### config.mk
export PLATFORM = sky130hd
export DESIGN_NAME = deal_sequencer_flat
export DESIGN_NICKNAME = d
export VERILOG_FILES = /design/src/rtl/deal_sequencer_if.sv /design/src/rtl/deal_sequencer.sv /design/src/flat_wrapper.sv
export SDC_FILE = /design/constraint.sdc
export NUM_CORES = 1
export LEC_CHECK = 0
export CORE_ASPECT_RATIO = 0.7
export CORE_UTILIZATION = 49
export DETAILED_ROUTE_END_ITERATION = 8
export PLACE_DENSITY = 0.78
export SYNTH_ARGS = -nofsm -noshare
export SYNTH_HDL_FRONTEND = slang
export SYNTH_SLANG_ARGS = --single-unit
### constraint.sdc
create_clock -name clk -period 4.45 [get_ports clk]
set_input_delay 0.6675 -clock clk [delete_from_list [all_inputs] [get_ports clk]]
set_output_delay 0.6675 -clock clk [all_outputs]
set_load 0.02 [all_outputs]
### src/rtl/deal_sequencer_if.sv
// Handshake and status bundle between the deal sequencer and its environment.
interface deal_sequencer_if;
    logic       start;
    logic       hit;
    logic       stand;
    logic       card_req;
    logic       card_ready;
    logic [5:0] card_data;
    logic       hand_clr;
    logic       p_wen;
    logic       d_wen;
    logic [2:0] wraddr;
    logic [6:0] wdata;
    logic [2:0] p_count;
    logic [2:0] d_count;
    logic [5:0] p_total;
    logic [5:0] d_total;
    logic [1:0] result;
    logic       busy;
    logic       err;

    modport master (
        output start, hit, stand, card_ready, card_data,
        input  card_req, hand_clr, p_wen, d_wen, wraddr, wdata,
               p_count, d_count, p_total, d_total, result, busy, err
    );

    modport slave (
        input  start, hit, stand, card_ready, card_data,
        output card_req, hand_clr, p_wen, d_wen, wraddr, wdata,
               p_count, d_count, p_total, d_total, result, busy, err
    );
endinterface

### src/rtl/deal_sequencer.sv
// Blackjack round sequencer: deals, runs player/dealer turns, settles the round.
// All outputs are registered; a card accepted in cycle t is written in cycle t+1.
module deal_sequencer (
    input  logic               clk,
    input  logic               rst_n,
    deal_sequencer_if.slave    bus
);
    typedef enum logic [3:0] {
        S_IDLE    = 4'd0,  S_CLR     = 4'd1,  S_DEAL_P0 = 4'd2,  S_DEAL_D0 = 4'd3,
        S_DEAL_P1 = 4'd4,  S_DEAL_D1 = 4'd5,  S_P_TURN  = 4'd6,  S_P_DRAW  = 4'd7,
        S_D_TURN  = 4'd8,  S_D_DRAW  = 4'd9,  S_SETTLE  = 4'd10, S_DONE    = 4'd11
    } state_t;

    // Hard value of a card: ace counts 1, pips rank+1, faces 10.
    function automatic logic [3:0] card_value(input logic [5:0] idx);
        logic [5:0] rank;
        rank = idx % 6'd13;
        if (rank == 6'd0)      card_value = 4'd1;
        else if (rank <= 6'd9) card_value = rank[3:0] + 4'd1;
        else                   card_value = 4'd10;
    endfunction

    // Best total: promote one ace to 11 when that cannot bust the hand.
    function automatic logic [5:0] best_total(input logic [5:0] hard, input logic ace);
        if (ace && (hard <= 6'd11)) best_total = hard + 6'd10;
        else                        best_total = hard;
    endfunction

    state_t     state_r, next_state_s;
    logic       card_req_r, hand_clr_r, p_wen_r, d_wen_r, busy_r, err_r;
    logic [2:0] wraddr_r, p_count_r, d_count_r;
    logic [6:0] wdata_r;
    logic [5:0] p_hard_r, d_hard_r, p_total_r, d_total_r;
    logic       p_ace_r, d_ace_r;
    logic [1:0] result_r;

    logic       card_state_s, to_player_s, accept_s, bad_card_s, start_ok_s;
    logic [3:0] card_val_s;
    logic [5:0] new_hard_s, new_total_s;
    logic       new_ace_s;
    logic [2:0] tgt_count_s;
    logic [1:0] settle_result_s;

    // Card handshake decode and running-total update for the hand being dealt to.
    always_comb begin
        card_state_s = 1'b0;
        to_player_s  = 1'b0;
        case (state_r)
            S_DEAL_P0, S_DEAL_P1, S_P_DRAW: begin card_state_s = 1'b1; to_player_s = 1'b1; end
            S_DEAL_D0, S_DEAL_D1, S_D_DRAW: begin card_state_s = 1'b1; to_player_s = 1'b0; end
            default:                        begin card_state_s = 1'b0; to_player_s = 1'b0; end
        endcase
        accept_s    = card_state_s && card_req_r && bus.card_ready && (bus.card_data <= 6'd51);
        bad_card_s  = card_state_s && card_req_r && bus.card_ready && (bus.card_data >  6'd51);
        start_ok_s  = bus.start && ((state_r == S_IDLE) || (state_r == S_DONE));
        card_val_s  = card_value(bus.card_data);
        tgt_count_s = to_player_s ? p_count_r : d_count_r;
        new_hard_s  = (to_player_s ? p_hard_r : d_hard_r) + {2'b00, card_val_s};
        new_ace_s   = (to_player_s ? p_ace_r : d_ace_r) | (card_val_s == 4'd1);
        new_total_s = best_total(new_hard_s, new_ace_s);
    end

    // Round outcome from the final totals; player bust takes priority.
    always_comb begin
        settle_result_s = 2'b00;
        if (p_total_r > 6'd21)           settle_result_s = 2'b10;
        else if (d_total_r > 6'd21)      settle_result_s = 2'b01;
        else if (p_total_r > d_total_r)  settle_result_s = 2'b01;
        else if (p_total_r < d_total_r)  settle_result_s = 2'b10;
        else                             settle_result_s = 2'b11;
    end

    // Next-state logic of the round FSM.
    always_comb begin
        next_state_s = state_r;
        case (state_r)
            S_IDLE, S_DONE: next_state_s = start_ok_s ? S_CLR : state_r;
            S_CLR:          next_state_s = S_DEAL_P0;
            S_DEAL_P0:      next_state_s = accept_s ? S_DEAL_D0 : state_r;
            S_DEAL_D0:      next_state_s = accept_s ? S_DEAL_P1 : state_r;
            S_DEAL_P1:      next_state_s = accept_s ? S_DEAL_D1 : state_r;
            S_DEAL_D1:      next_state_s = accept_s ? S_P_TURN  : state_r;
            S_P_TURN: begin
                if (p_total_r > 6'd21)                              next_state_s = S_SETTLE;
                else if ((p_total_r == 6'd21) || (p_count_r == 3'd5)) next_state_s = S_D_TURN;
                else if (bus.stand)                                 next_state_s = S_D_TURN;
                else if (bus.hit)                                   next_state_s = S_P_DRAW;
                else                                                next_state_s = state_r;
            end
            S_P_DRAW:       next_state_s = accept_s ? S_P_TURN : state_r;
            S_D_TURN: begin
                if ((d_total_r < 6'd17) && (d_count_r < 3'd5)) next_state_s = S_D_DRAW;
                else                                           next_state_s = S_SETTLE;
            end
            S_D_DRAW:       next_state_s = accept_s ? S_D_TURN : state_r;
            S_SETTLE:       next_state_s = S_DONE;
            default:        next_state_s = S_IDLE;
        endcase
    end

    // State register and all registered outputs, hand bookkeeping included.
    always_ff @(posedge clk) begin
        if (!rst_n) begin
            state_r    <= S_IDLE;
            card_req_r <= 1'b0;  hand_clr_r <= 1'b0;  p_wen_r <= 1'b0;  d_wen_r <= 1'b0;
            busy_r     <= 1'b0;  err_r      <= 1'b0;
            wraddr_r   <= 3'd0;  wdata_r    <= 7'd0;
            p_count_r  <= 3'd0;  d_count_r  <= 3'd0;
            p_hard_r   <= 6'd0;  d_hard_r   <= 6'd0;  p_ace_r <= 1'b0;  d_ace_r <= 1'b0;
            p_total_r  <= 6'd0;  d_total_r  <= 6'd0;
            result_r   <= 2'b00;
        end else begin
            state_r    <= next_state_s;
            hand_clr_r <= start_ok_s;
            busy_r     <= (next_state_s != S_IDLE) && (next_state_s != S_DONE);
            card_req_r <= !accept_s && ((next_state_s == S_DEAL_P0) || (next_state_s == S_DEAL_D0) ||
                                        (next_state_s == S_DEAL_P1) || (next_state_s == S_DEAL_D1) ||
                                        (next_state_s == S_P_DRAW)  || (next_state_s == S_D_DRAW));
            p_wen_r    <= accept_s && to_player_s;
            d_wen_r    <= accept_s && !to_player_s;
            if (start_ok_s) begin
                p_count_r <= 3'd0;  d_count_r <= 3'd0;
                p_hard_r  <= 6'd0;  d_hard_r  <= 6'd0;  p_ace_r <= 1'b0;  d_ace_r <= 1'b0;
                p_total_r <= 6'd0;  d_total_r <= 6'd0;
                result_r  <= 2'b00;
                err_r     <= 1'b0;
            end else begin
                if (bad_card_s) err_r <= 1'b1;
                if (state_r == S_SETTLE) result_r <= settle_result_s;
                if (accept_s) begin
                    wraddr_r <= tgt_count_s;
                    wdata_r  <= {1'b0, bus.card_data};
                    if (to_player_s) begin
                        p_count_r <= p_count_r + 3'd1;
                        p_hard_r  <= new_hard_s;
                        p_ace_r   <= new_ace_s;
                        p_total_r <= new_total_s;
                    end else begin
                        d_count_r <= d_count_r + 3'd1;
                        d_hard_r  <= new_hard_s;
                        d_ace_r   <= new_ace_s;
                        d_total_r <= new_total_s;
                    end
                end
            end
        end
    end

    assign bus.card_req = card_req_r;
    assign bus.hand_clr = hand_clr_r;
    assign bus.p_wen    = p_wen_r;
    assign bus.d_wen    = d_wen_r;
    assign bus.wraddr   = wraddr_r;
    assign bus.wdata    = wdata_r;
    assign bus.p_count  = p_count_r;
    assign bus.d_count  = d_count_r;
    assign bus.p_total  = p_total_r;
    assign bus.d_total  = d_total_r;
    assign bus.result   = result_r;
    assign bus.busy     = busy_r;
    assign bus.err      = err_r;
endmodule

### src/flat_wrapper.sv
// flat-port wrapper written by rule: the top's interface ports become plain ports
module deal_sequencer_flat 
  (clk, rst_n, bus_start, bus_hit, bus_stand, bus_card_ready, bus_card_data, bus_card_req, bus_hand_clr, bus_p_wen, bus_d_wen, bus_wraddr, bus_wdata, bus_p_count, bus_d_count, bus_p_total, bus_d_total, bus_result, bus_busy, bus_err);
  deal_sequencer_if bus_i ();
  input  logic clk;
  input  logic rst_n;
  input wire logic [$bits(bus_i.start)-1:0] bus_start;
  input wire logic [$bits(bus_i.hit)-1:0] bus_hit;
  input wire logic [$bits(bus_i.stand)-1:0] bus_stand;
  input wire logic [$bits(bus_i.card_ready)-1:0] bus_card_ready;
  input wire logic [$bits(bus_i.card_data)-1:0] bus_card_data;
  output wire logic [$bits(bus_i.card_req)-1:0] bus_card_req;
  output wire logic [$bits(bus_i.hand_clr)-1:0] bus_hand_clr;
  output wire logic [$bits(bus_i.p_wen)-1:0] bus_p_wen;
  output wire logic [$bits(bus_i.d_wen)-1:0] bus_d_wen;
  output wire logic [$bits(bus_i.wraddr)-1:0] bus_wraddr;
  output wire logic [$bits(bus_i.wdata)-1:0] bus_wdata;
  output wire logic [$bits(bus_i.p_count)-1:0] bus_p_count;
  output wire logic [$bits(bus_i.d_count)-1:0] bus_d_count;
  output wire logic [$bits(bus_i.p_total)-1:0] bus_p_total;
  output wire logic [$bits(bus_i.d_total)-1:0] bus_d_total;
  output wire logic [$bits(bus_i.result)-1:0] bus_result;
  output wire logic [$bits(bus_i.busy)-1:0] bus_busy;
  output wire logic [$bits(bus_i.err)-1:0] bus_err;
  assign bus_i.start = bus_start;
  assign bus_i.hit = bus_hit;
  assign bus_i.stand = bus_stand;
  assign bus_i.card_ready = bus_card_ready;
  assign bus_i.card_data = bus_card_data;
  assign bus_card_req = bus_i.card_req;
  assign bus_hand_clr = bus_i.hand_clr;
  assign bus_p_wen = bus_i.p_wen;
  assign bus_d_wen = bus_i.d_wen;
  assign bus_wraddr = bus_i.wraddr;
  assign bus_wdata = bus_i.wdata;
  assign bus_p_count = bus_i.p_count;
  assign bus_d_count = bus_i.d_count;
  assign bus_p_total = bus_i.p_total;
  assign bus_d_total = bus_i.d_total;
  assign bus_result = bus_i.result;
  assign bus_busy = bus_i.busy;
  assign bus_err = bus_i.err;
  deal_sequencer u_core (.clk(clk), .rst_n(rst_n), .bus(bus_i));
endmodule
==> results of run 1 <==
==> layout by cell type (no fill, tap or decap), types with 11 or more instances in the layout <==
| master | count |
|---|---|
| inv_1 | 22 |
| a21oi_1 | 27 |
| mux2i_1 | 11 |
| o21ai_0 | 17 |
| clkdlybuf4s50_1 | 41 |
| buf_4 | 54 |
| dfxtp_1 | 51 |
| nand2_1 | 33 |
| ha_1 | 14 |
| nor2_1 | 44 |
==> state kept, by name, summed over array words and instances (netlist names), 2 cells and up <==
signal and count:
u_core.bus.d_count 3, u_core.state_r 4, u_core.d_hard_r 5, u_core.bus.p_count 3, u_core.bus.d_total 6, u_core.bus.wdata 6, u_core.bus.result 2, u_core.p_hard_r 5
u_core.bus.p_total 6, u_core.bus.wraddr 3
==> routing by layer <==
| layer | vias to the layer above | wire length (um) |
|---|---|---|
| li1 | 1565 | - |
| met1 | 1524 | 4340 |
| met2 | 100 | 3890 |
| met3 | 7 | 542 |
| met4 | 0 | 53 |
| met5 | - | 0 |
==> logic make-up (layout without fill, tap and decap cells) <==
family | Yosys count | after routing | synth area share
adder cells (fa/ha/maj) | 17 | 17 | 0.0687
multiplexers | 17 | 17 | 0.0551
flip-flops | 51 | 51 | 0.319
buffers and inverters | 48 | 134 | 0.0648
other | 1 | 1 | 0.00117
XOR/XNOR | 12 | 12 | 0.0328
AND/OR/NAND/NOR | 130 | 130 | 0.206
AO/OA/AOI/OAI | 115 | 115 | 0.253
==> power groups by stage <==
stage	sequential [mW]	combinational (mW)	clock, mW
finish	0.485	0.401	0.339
global route	0.487	0.436	0.365
CTS	0.484	0.381	0.342
detailed placement	0.495	0.357	0
global placement	0.494	0.349	0
floorplan	0.496	0.224	0
==> worst min-delay path by stage <==
stage,from,cells past startpoint,to
after floorplan,u_core.p_hard_r[4],2,u_core.p_hard_r[4]
after global placement,u_core.p_hard_r[4],2,u_core.p_hard_r[4]
after detailed placement,u_core.p_hard_r[4],2,u_core.p_hard_r[4]
after CTS,u_core.p_hard_r[4],2,u_core.p_hard_r[4]
after global routing,u_core.p_hard_r[1],2,u_core.p_hard_r[1]
final,u_core.p_hard_r[4],2,u_core.p_hard_r[4]
==> through the flow <==
step                      utilization  setup TNS, ns
final                           0.677              0
after global routing            0.677          -1.64
after CTS                       0.671      -0.000291
after detailed placement        0.638          -6.86
after global placement          0.638          -3.72
after floorplan                     -        -0.0883
==> final cells by class <==
class / count / area, um2 / area share
repair buffers: 103 / 885 / 0.208
multi-input cells: 292 / 2050 / 0.481
inverters: 23 / 86.3 / 0.0203
well taps: 78 / 97.6 / 0.0230
flip-flops and latches: 51 / 1020 / 0.240
clock buffers: 5 / 68.8 / 0.0162
clock inverters: 3 / 46.3 / 0.0109
==> tightest hold or removal path, stage by stage, from the launching register on <==
cell     delay [ns]
dfxtp_1        0.32
nand2_1        0.05
a21oi_1        0.05
==> what timing repair did <==
item                                    in CTS  in global routing
buffers inserted                            11                  2
pin swaps                                   18                 18
gates resized for setup                     24                  4
endpoints found under the setup margin      10                 11
==> results.cfg, run 1 <==
[place]
place_inst = 534
place_area_um2 = 4010
place_ws_ns = -0.637
place_hpwl_mm = 6.42
gp_congestion = 0.899
port_buffers = 46

[cells_and_area]
area_delta_synth_final_pct = 32.7
design_area_um2 = 4250
final_cells = 555
diodes = 0
fill_cells = 489
drive_gt1_frac = 0.203
nets = 505

[routing]
routed-via-count = 3196
avgRoutedWirePerCell_um = 15.9
vias_per_cell = 5.76
drtIter0Drc = 235
routed_wl_mm = 8.82
first_pass_iters = 5
drtAntennaViolNets = 0
route.detailed.drc = 0

[pwr]
p_seq_frac = 0.396
power.clock.fraction = 0.277
p_leak_nw = 1.68
p_per_area_nw_per_um2 = 288
p_sw_frac = 0.323
internal_power_mw = 0.830
ir_drop_mv = 0.178
power_frac_comb = 0.327
p_sw_mw = 0.396
total_power_mw = 1.23

[global_routing]
grt_use_met3 = 0.0524
grt_util_met2 = 0.420
grt.busiest_layer = met2
gr-total-overflow = 0
grt.met1_usage = 0.389
grt.total_usage = 0.270
grt_max_degree = 26
grt_pass1_wl_mm = 14.7
grt_pass1_vias = 3047
antenna_found_initial = 0

[setup_path]
crit_path_end_kind = flip-flop
cp_max_fo = 5
worstSetupPathType = in2reg
cp_data_arrival_time_ns = 4.62
path_cells = buf_6 > and4b_1 > a21oi_2 > ha_2 > nor4bb_4 > buf_4 > a221oi_4 > mux2_4 > and2_4 > o21a_1 > o21a_1 > a211oi_2 > nand2_1 > ha_1 > a21o_1 > a21oi_2 > o21bai_1 > o221ai_2 > xnor2_1 > o211a_1 > buf_6 > a31o_1 > a31oi_1
start_kind = primary input
critPathBufInv = 3
r2r_end = u_core.bus.p_total[3]
endpoint = u_core.bus.p_total[3]
cp.depth = 23
required_ns = 4.63
rr_startpoint = u_core.state_r[0]
crit_path_start = bus_card_data[2]
reg2reg_slack_ns = 0.69
cpMaxStageDelayCell = nor4bb_4
reg2regPathDepth = 14
slowest_delay_ns = 0.33
crit_family = compound AO/OA/AOI/OAI gates

[floorplanning]
core_um2 = 6280
dieArea_um2 = 6870
io_pins = 48
fp.dieW_um = 98.6
fp.dieH_um = 69.6
initial_core_util = 0.510
rows = 24

[sta]
drv_slew = 0
rsz0062_at_grt = yes
fin_crit_ns = 4.44
setup_slack_ns = 0.00899
period_share = 0.998
finalClockSkew_ns = 0.0127
slew_headroom = 0.292
fmax_mhz = 225
finalHoldViolCount = 0
setup_violations = 0
hold_ws_ns = 0.460
worstMarginPinSlew_ns = 1.06

[synthesis]
ys_seq_area_frac = 0.319
synth-seq-cells = 51
synth_most_common_cell = dfxtp_1
async_flop_share = 0
synth_commonest_cells = dfxtp_1 (51), nor2_1 (45), nand2_1 (33)
synth.avg_cell_area_um2 = 8.19
synth_area_um2 = 3200
synth_warnings = 0
synth_top_area_frac = 0.319
synth-edff-count = 0
synthDistinctLibCells = 62
syn_inst = 391
synth_top_flop_cell = dfxtp_1
syn_nets = 420
synth_area_leader_cell = dfxtp_1
synthTopCellsByArea = dfxtp_1 (32%), ha_1 (6.3%), nor2_1 (5.3%), a21oi_1 (4.4%), nand2_1 (3.9%)

[cts]
clkLatencyLatePin_ns = 0.32
clk_pin_slew_ns = 0.10
clockBufferDepth = 2
cts_hold_buf = 0
htreeDepth = 2
cts_buffers = 5
clock-sinks = 51
cts_root_buf = clkbuf_8
cts_tree = yes

[flow_run]
drv_cap = 0

[outcome]
status = finished, final reports clean

[hold_path]
hold_path.class = reg2reg
Power figures use the tool's default switching activity.
==> run 2: changes to the inputs <==
--- a/config.mk
+++ b/config.mk
@@ -9,6 +9,7 @@
 export CORE_UTILIZATION = 49
 export DETAILED_ROUTE_END_ITERATION = 8
 export PLACE_DENSITY = 0.78
+export SETUP_SLACK_MARGIN = 0.4
 export SYNTH_ARGS = -nofsm -noshare
 export SYNTH_HDL_FRONTEND = slang
 export SYNTH_SLANG_ARGS = --single-unit
==> results.cfg, run 2 (synthesis gave the netlist of run 1 again) <==
[outcome]
status = finished, final reports clean

[floorplanning]
io_pins = 48
fp.dieW_um = 98.6
rows = 24
dieArea_um2 = 6870
core_um2 = 6280
initial_core_util = 0.510
fp.dieH_um = 69.6

[pwr]
p_seq_frac = 0.390
p_per_area_nw_per_um2 = 276
p_sw_mw = 0.435
power.clock.fraction = 0.238
p_leak_nw = 1.77
power_frac_comb = 0.372
ir_drop_mv = 0.214
internal_power_mw = 0.808
p_sw_frac = 0.350

[flow_run]
drv_cap = 0

[global_routing]
grt_max_degree = 21
antenna_found_initial = 0
grt_pass1_wl_mm = 15.2
grt.total_usage = 0.279
grt_pass1_vias = 3065
gr-total-overflow = 0

[cells_and_area]
area_delta_synth_final_pct = 40.5
nets = 516
diodes = 0
drive_gt1_frac = 0.260
design_area_um2 = 4500
layout_common_cells = buf_4 (59), dfxtp_1 (51), nor2_1 (42), clkdlybuf4s50_1 (41), nand2_1 (33)
layout_commonest_cell = buf_4
final_cells = 566
postLayoutCoreUtil = 0.717

[setup_path]
rr_startpoint = u_core.state_r[0]
start_kind = primary input
reg2reg_slack_ns = 0.69
cp_max_fo = 5
required_ns = 4.62
r2r_end = u_core.bus.d_total[2]
worstSetupPathType = in2reg
cp_data_arrival_time_ns = 4.59
crit_path_end_kind = flip-flop
reg2regPathDepth = 14

[sta]
finalClockSkew_ns = 0.00910
drv_slew = 0
finalHoldViolCount = 0
rsz0062_at_grt = yes
worstMarginPinSlew_ns = 1.14
fmax_mhz = 226
fin_crit_ns = 4.42
period_share = 0.993
slew_headroom = 0.236
fin_tns_setup_ns = 0
setup_violations = 0

[place]
gp_congestion = 0.883
place_area_um2 = 4000
place_hpwl_mm = 6.37
place_inst = 532
port_buffers = 46

[cts]
cts_hold_buf = 0
cts_buffers = 5
clock-sinks = 51
clkLatencyLatePin_ns = 0.32
clockBufferDepth = 2
clk_pin_slew_ns = 0.10
cts_root_buf = clkbuf_8
htreeDepth = 2
cts_tree = yes

[routing]
avgRoutedWirePerCell_um = 17.8
routed-via-count = 3444
vias_per_cell = 6.08
routed_wl_mm = 10.1
route.detailed.drc = 0
drtAntennaViolNets = 0
drtIter0Drc = 235
first_pass_iters = 5

[hold_path]
hp-start = u_core.p_hard_r[1]
hold_path.class = reg2reg
holdPathEnd = u_core.p_hard_r[1]
whs_path_depth = 2
==> run 2: cell types whose count changed in the layout (fill, tap and decap cells not counted), sizes merged <==
cell,delta
clkinvlp,-1
clkinv,+2
o211a,+1
bufinv,-1
buf,+10
==> run 2: cell type report <==
class                   instances  area (um2)
inverters                      23        86.3
fillers                       435        1770
clock inverters                 3        28.8
multi-input cells             293        2210
well taps                      78        97.6
repair buffers                113         991
flip-flops and latches         51        1020
clock buffers                   5        68.8
==> run 2: metal layers <==
metal | global-route usage | up-vias | part of all wire
met1 | 0.401 | 1628 | 0.43
met2 | 0.441 | 204 | 0.45
met5 | 0 | - | 0
met4 | 0.0614 | 0 | 0.021
li1 | - | 1576 | -
met3 | 0.0464 | 36 | 0.091
==> run 2: per-stage QoR <==
step / hold slack (ns) / power (mW) / setup WS, ns
3_5_place_dp: 0.447 / 0.850 / -0.682
3_3_place_gp: 0.438 / 0.840 / -0.463
5_1_grt: 0.502 / 1.29 / -0.111
2_1_floorplan: 0.432 / 0.721 / -0.0440
6_report: 0.471 / 1.24 / 0.0299
4_1_cts: 0.465 / 1.17 / 0.0279
==> run 2: worst max-delay path: stages <==
cell,delay [ns]
buf_6,0.10
and4b_1,0.30
a21oi_4,0.06
ha_4,0.19
nor4bb_4,0.39
nor3_1,0.10
a221o_1,0.31
buf_4,0.15
buf_4,0.15
o21ai_1,0.23
a211o_1,0.18
nor2_1,0.05
ha_2,0.19
fa_2,0.38
a21oi_2,0.12
nor2_1,0.07
nor2_2,0.19
xnor2_2,0.18
o211a_4,0.25
nor3b_4,0.23
o41ai_2,0.10
==> run 2: power groups by stage <==
stage                     Clock, mW  Sequential [mW]  Combinational, mW
after detailed placement          0            0.494              0.356
after global routing          0.318            0.487              0.490
after CTS                     0.295            0.483              0.397
after floorplan                   0            0.496              0.225
after global placement            0            0.494              0.347
final                         0.296            0.484              0.462
==> run 2: repair_timing <==
action,in CTS,in global routing
setup endpoints to repair,19,18
resized for setup,30,33
pin swaps,22,28
cloned,1,0
buffers inserted,15,10
==> run 2: worst max path at each step <==
stage | start | endpoint | cells past startpoint
2_1_floorplan | bus_card_data[4] | u_core.bus.d_total[2] | 21
3_3_place_gp | bus_card_data[2] | u_core.bus.d_total[2] | 21
3_5_place_dp | bus_card_data[4] | u_core.bus.d_total[2] | 21
4_1_cts | bus_card_data[2] | u_core.bus.d_total[2] | 21
5_1_grt | bus_card_data[2] | u_core.bus.p_total[4] | 22
6_report | bus_card_data[2] | u_core.bus.d_total[2] | 21
==> run 3: changes to the inputs <==
--- a/config.mk
+++ b/config.mk
@@ -5,10 +5,11 @@
 export SDC_FILE = /design/constraint.sdc
 export NUM_CORES = 1
 export LEC_CHECK = 0
+export ABC_AREA = 1
 export CORE_ASPECT_RATIO = 0.7
-export CORE_UTILIZATION = 49
+export CORE_UTILIZATION = 54
 export DETAILED_ROUTE_END_ITERATION = 8
-export PLACE_DENSITY = 0.78
+export PLACE_DENSITY = 0.82
 export SETUP_SLACK_MARGIN = 0.4
 export SYNTH_ARGS = -nofsm -noshare
 export SYNTH_HDL_FRONTEND = slang
==> constraint.sdc (replaced) <==
create_clock -name clk -period 5.1 [get_ports clk]
set_input_delay 0.765 -clock clk [delete_from_list [all_inputs] [get_ports clk]]
set_output_delay 0.765 -clock clk [all_outputs]
set_load 0.02 [all_outputs]
==> results.cfg, run 3 <==
[outcome]
status = finished, final reports clean

[synthesis]
synth_commonest_cells = nand2_1 (78), inv_1 (70), dfxtp_1 (51)
async_flop_share = 0
ys_seq_area_frac = 0.323
synth-edff-count = 0
synthTopCellsByArea = dfxtp_1 (32%), nand2_1 (9.3%), inv_1 (8.3%), o21ai_0 (6.5%), ha_1 (6.3%)
synthDistinctLibCells = 44
synth_most_common_cell = nand2_1
synth-seq-cells = 51
syn_inst = 458
synth_area_um2 = 3160
synth_area_leader_cell = dfxtp_1
synth_top_flop_cell = dfxtp_1
synth_top_area_frac = 0.323
synth.avg_cell_area_um2 = 6.91
syn_nets = 487
synth_warnings = 0

[sta]
rsz0062_at_grt = no
fin_crit_ns = 4.62
worstMarginPinSlew_ns = 0.877
finalHoldViolCount = 0
finalClockSkew_ns = 0.00462
setup_violations = 0
drv_slew = 0
period_share = 0.905
slew_headroom = 0.413
hold_ws_ns = 0.473
fin_tns_setup_ns = 0
fmax_mhz = 217

[setup_path]
crit_family = simple AND/OR/NAND/NOR gates
start_kind = primary input
reg2reg_slack_ns = 1.36
cp_max_fo = 6
slowest_delay_ns = 0.46
critPathBufInv = 4
cp_data_arrival_time_ns = 4.83
crit_path_frequent_cell = nand2_2
worstSetupPathType = in2reg
crit_path_end_kind = flip-flop
cpMaxStageDelayCell = clkdlybuf4s50_1
required_ns = 5.31

[cts]
cts_tree = yes
clk_pin_slew_ns = 0.09
cts_root_buf = clkbuf_8
cts_hold_buf = 0
clkLatencyLatePin_ns = 0.31
clock-sinks = 51
cts_buffers = 5
htreeDepth = 2
clockBufferDepth = 2

[pwr]
total_power_mw = 0.930
ir_drop_mv = 0.139
p_leak_nw = 1.76
p_per_area_nw_per_um2 = 238

[global_routing]
gr-total-overflow = 0
antenna_found_initial = 0
grt_pass1_wl_mm = 13.1
grt_pass1_vias = 2844
grt_max_degree = 23
grt.total_usage = 0.272

[place]
gp_congestion = 0.857
place_area_um2 = 3680
port_buffers = 46
place_hpwl_mm = 5.96

[floorplanning]
initial_core_util = 0.581
core_um2 = 5450
fp.dieH_um = 66.0
fp.dieW_um = 93.5
io_pins = 48
rows = 22
dieArea_um2 = 6170

[hold_path]
hold_path.class = reg2reg

[routing]
route.detailed.drc = 0
routed-via-count = 3195
avgRoutedWirePerCell_um = 14.0
vias_per_cell = 5.48
drtIter0Drc = 206
drtAntennaViolNets = 0
routed_wl_mm = 8.17
first_pass_iters = 5

[cells_and_area]
nets = 539
postLayoutCoreUtil = 0.716
design_area_um2 = 3900
area_delta_synth_final_pct = 23.3
diodes = 0
layout_common_cells = nand2_1 (75), inv_1 (68), dfxtp_1 (51), nor2_1 (44), clkdlybuf4s50_1 (42)
drive_gt1_frac = 0.135
layout_commonest_cell = nand2_1

[flow_run]
drv_cap = 0
==> run 3: cell types whose count changed after synthesis, moves of 7 or more <==
| cell | previous run | this run |
|---|---|---|
| o21a_1 | 9 | 1 |
| nand2_1 | 33 | 78 |
| nand2_2 | 0 | 7 |
| a21oi_1 | 28 | 39 |
| inv_1 | 23 | 70 |
| mux2i_1 | 12 | 1 |
| o21ai_0 | 17 | 41 |
| nand3_1 | 10 | 28 |
| xnor2_1 | 9 | 1 |
==> run 3: final cells by class <==
cell class              count  area (um2)
fillers                   465        1550
clock buffers               7        96.3
inverters                  75         282
repair buffers             59         546
clock inverters             1        7.51
well taps                  72        90.1
multi-input cells         318        1860
flip-flops and latches     51        1020
==> run 3: routing by layer <==
metal,wire (um),GRT usage
met1,3920,0.380
met2,3700,0.438
met3,461,0.0414
met4,87,0.0712
met5,0,0
==> run 3: logic make-up (layout without fill, tap and decap cells) <==
group           count (synthesis)  count (layout)  share of synthesized area
simple gates                  186             186                      0.279
other cells                     1               1                    0.00119
compound gates                107             107                      0.193
fa+ha+maj                      17              17                     0.0696
mux                             1               1                    0.00316
xor+xnor                        6               6                     0.0190
buf+inv                        89             142                      0.113
flops                          51              51                      0.323
==> run 3: per-stage QoR <==
stage	setup slack, ns	std cells
2_1_floorplan	0.930	458
3_3_place_gp	0.122	568
3_5_place_dp	-0.0857	568
4_1_cts	0.446	577
5_1_grt	0.234	583
6_report	0.483	583
==> run 3: worst paths after layout <==
check	start	end	cells past startpoint
max	bus_card_data[1]	u_core.bus.p_total[1]	29
min	u_core.bus.result[0]	u_core.bus.result[0]	2
max reg2reg	u_core.state_r[1]	u_core.bus.p_total[1]	19
min reg2reg	u_core.bus.result[0]	u_core.bus.result[0]	2
==> run 3: power by group <==
part           switching [mW]  internal [mW]
sequential            0.00455          0.403
combinational           0.165          0.100
clock                   0.133          0.124
total                   0.302          0.627
==> run 3: timing repair <==
item | in CTS | in global routing
endpoints found under the setup margin | 8 | 13
pin swaps | 0 | 17
resized for setup | 4 | 24
buffers inserted | 1 | 6
cloned | 0 | 0
==> run 3: tightest hold or removal path: stages, from the launching register on <==
cell and delay, ns:
dfxtp_1 0.32, nand2_1 0.06, a21oi_1 0.05
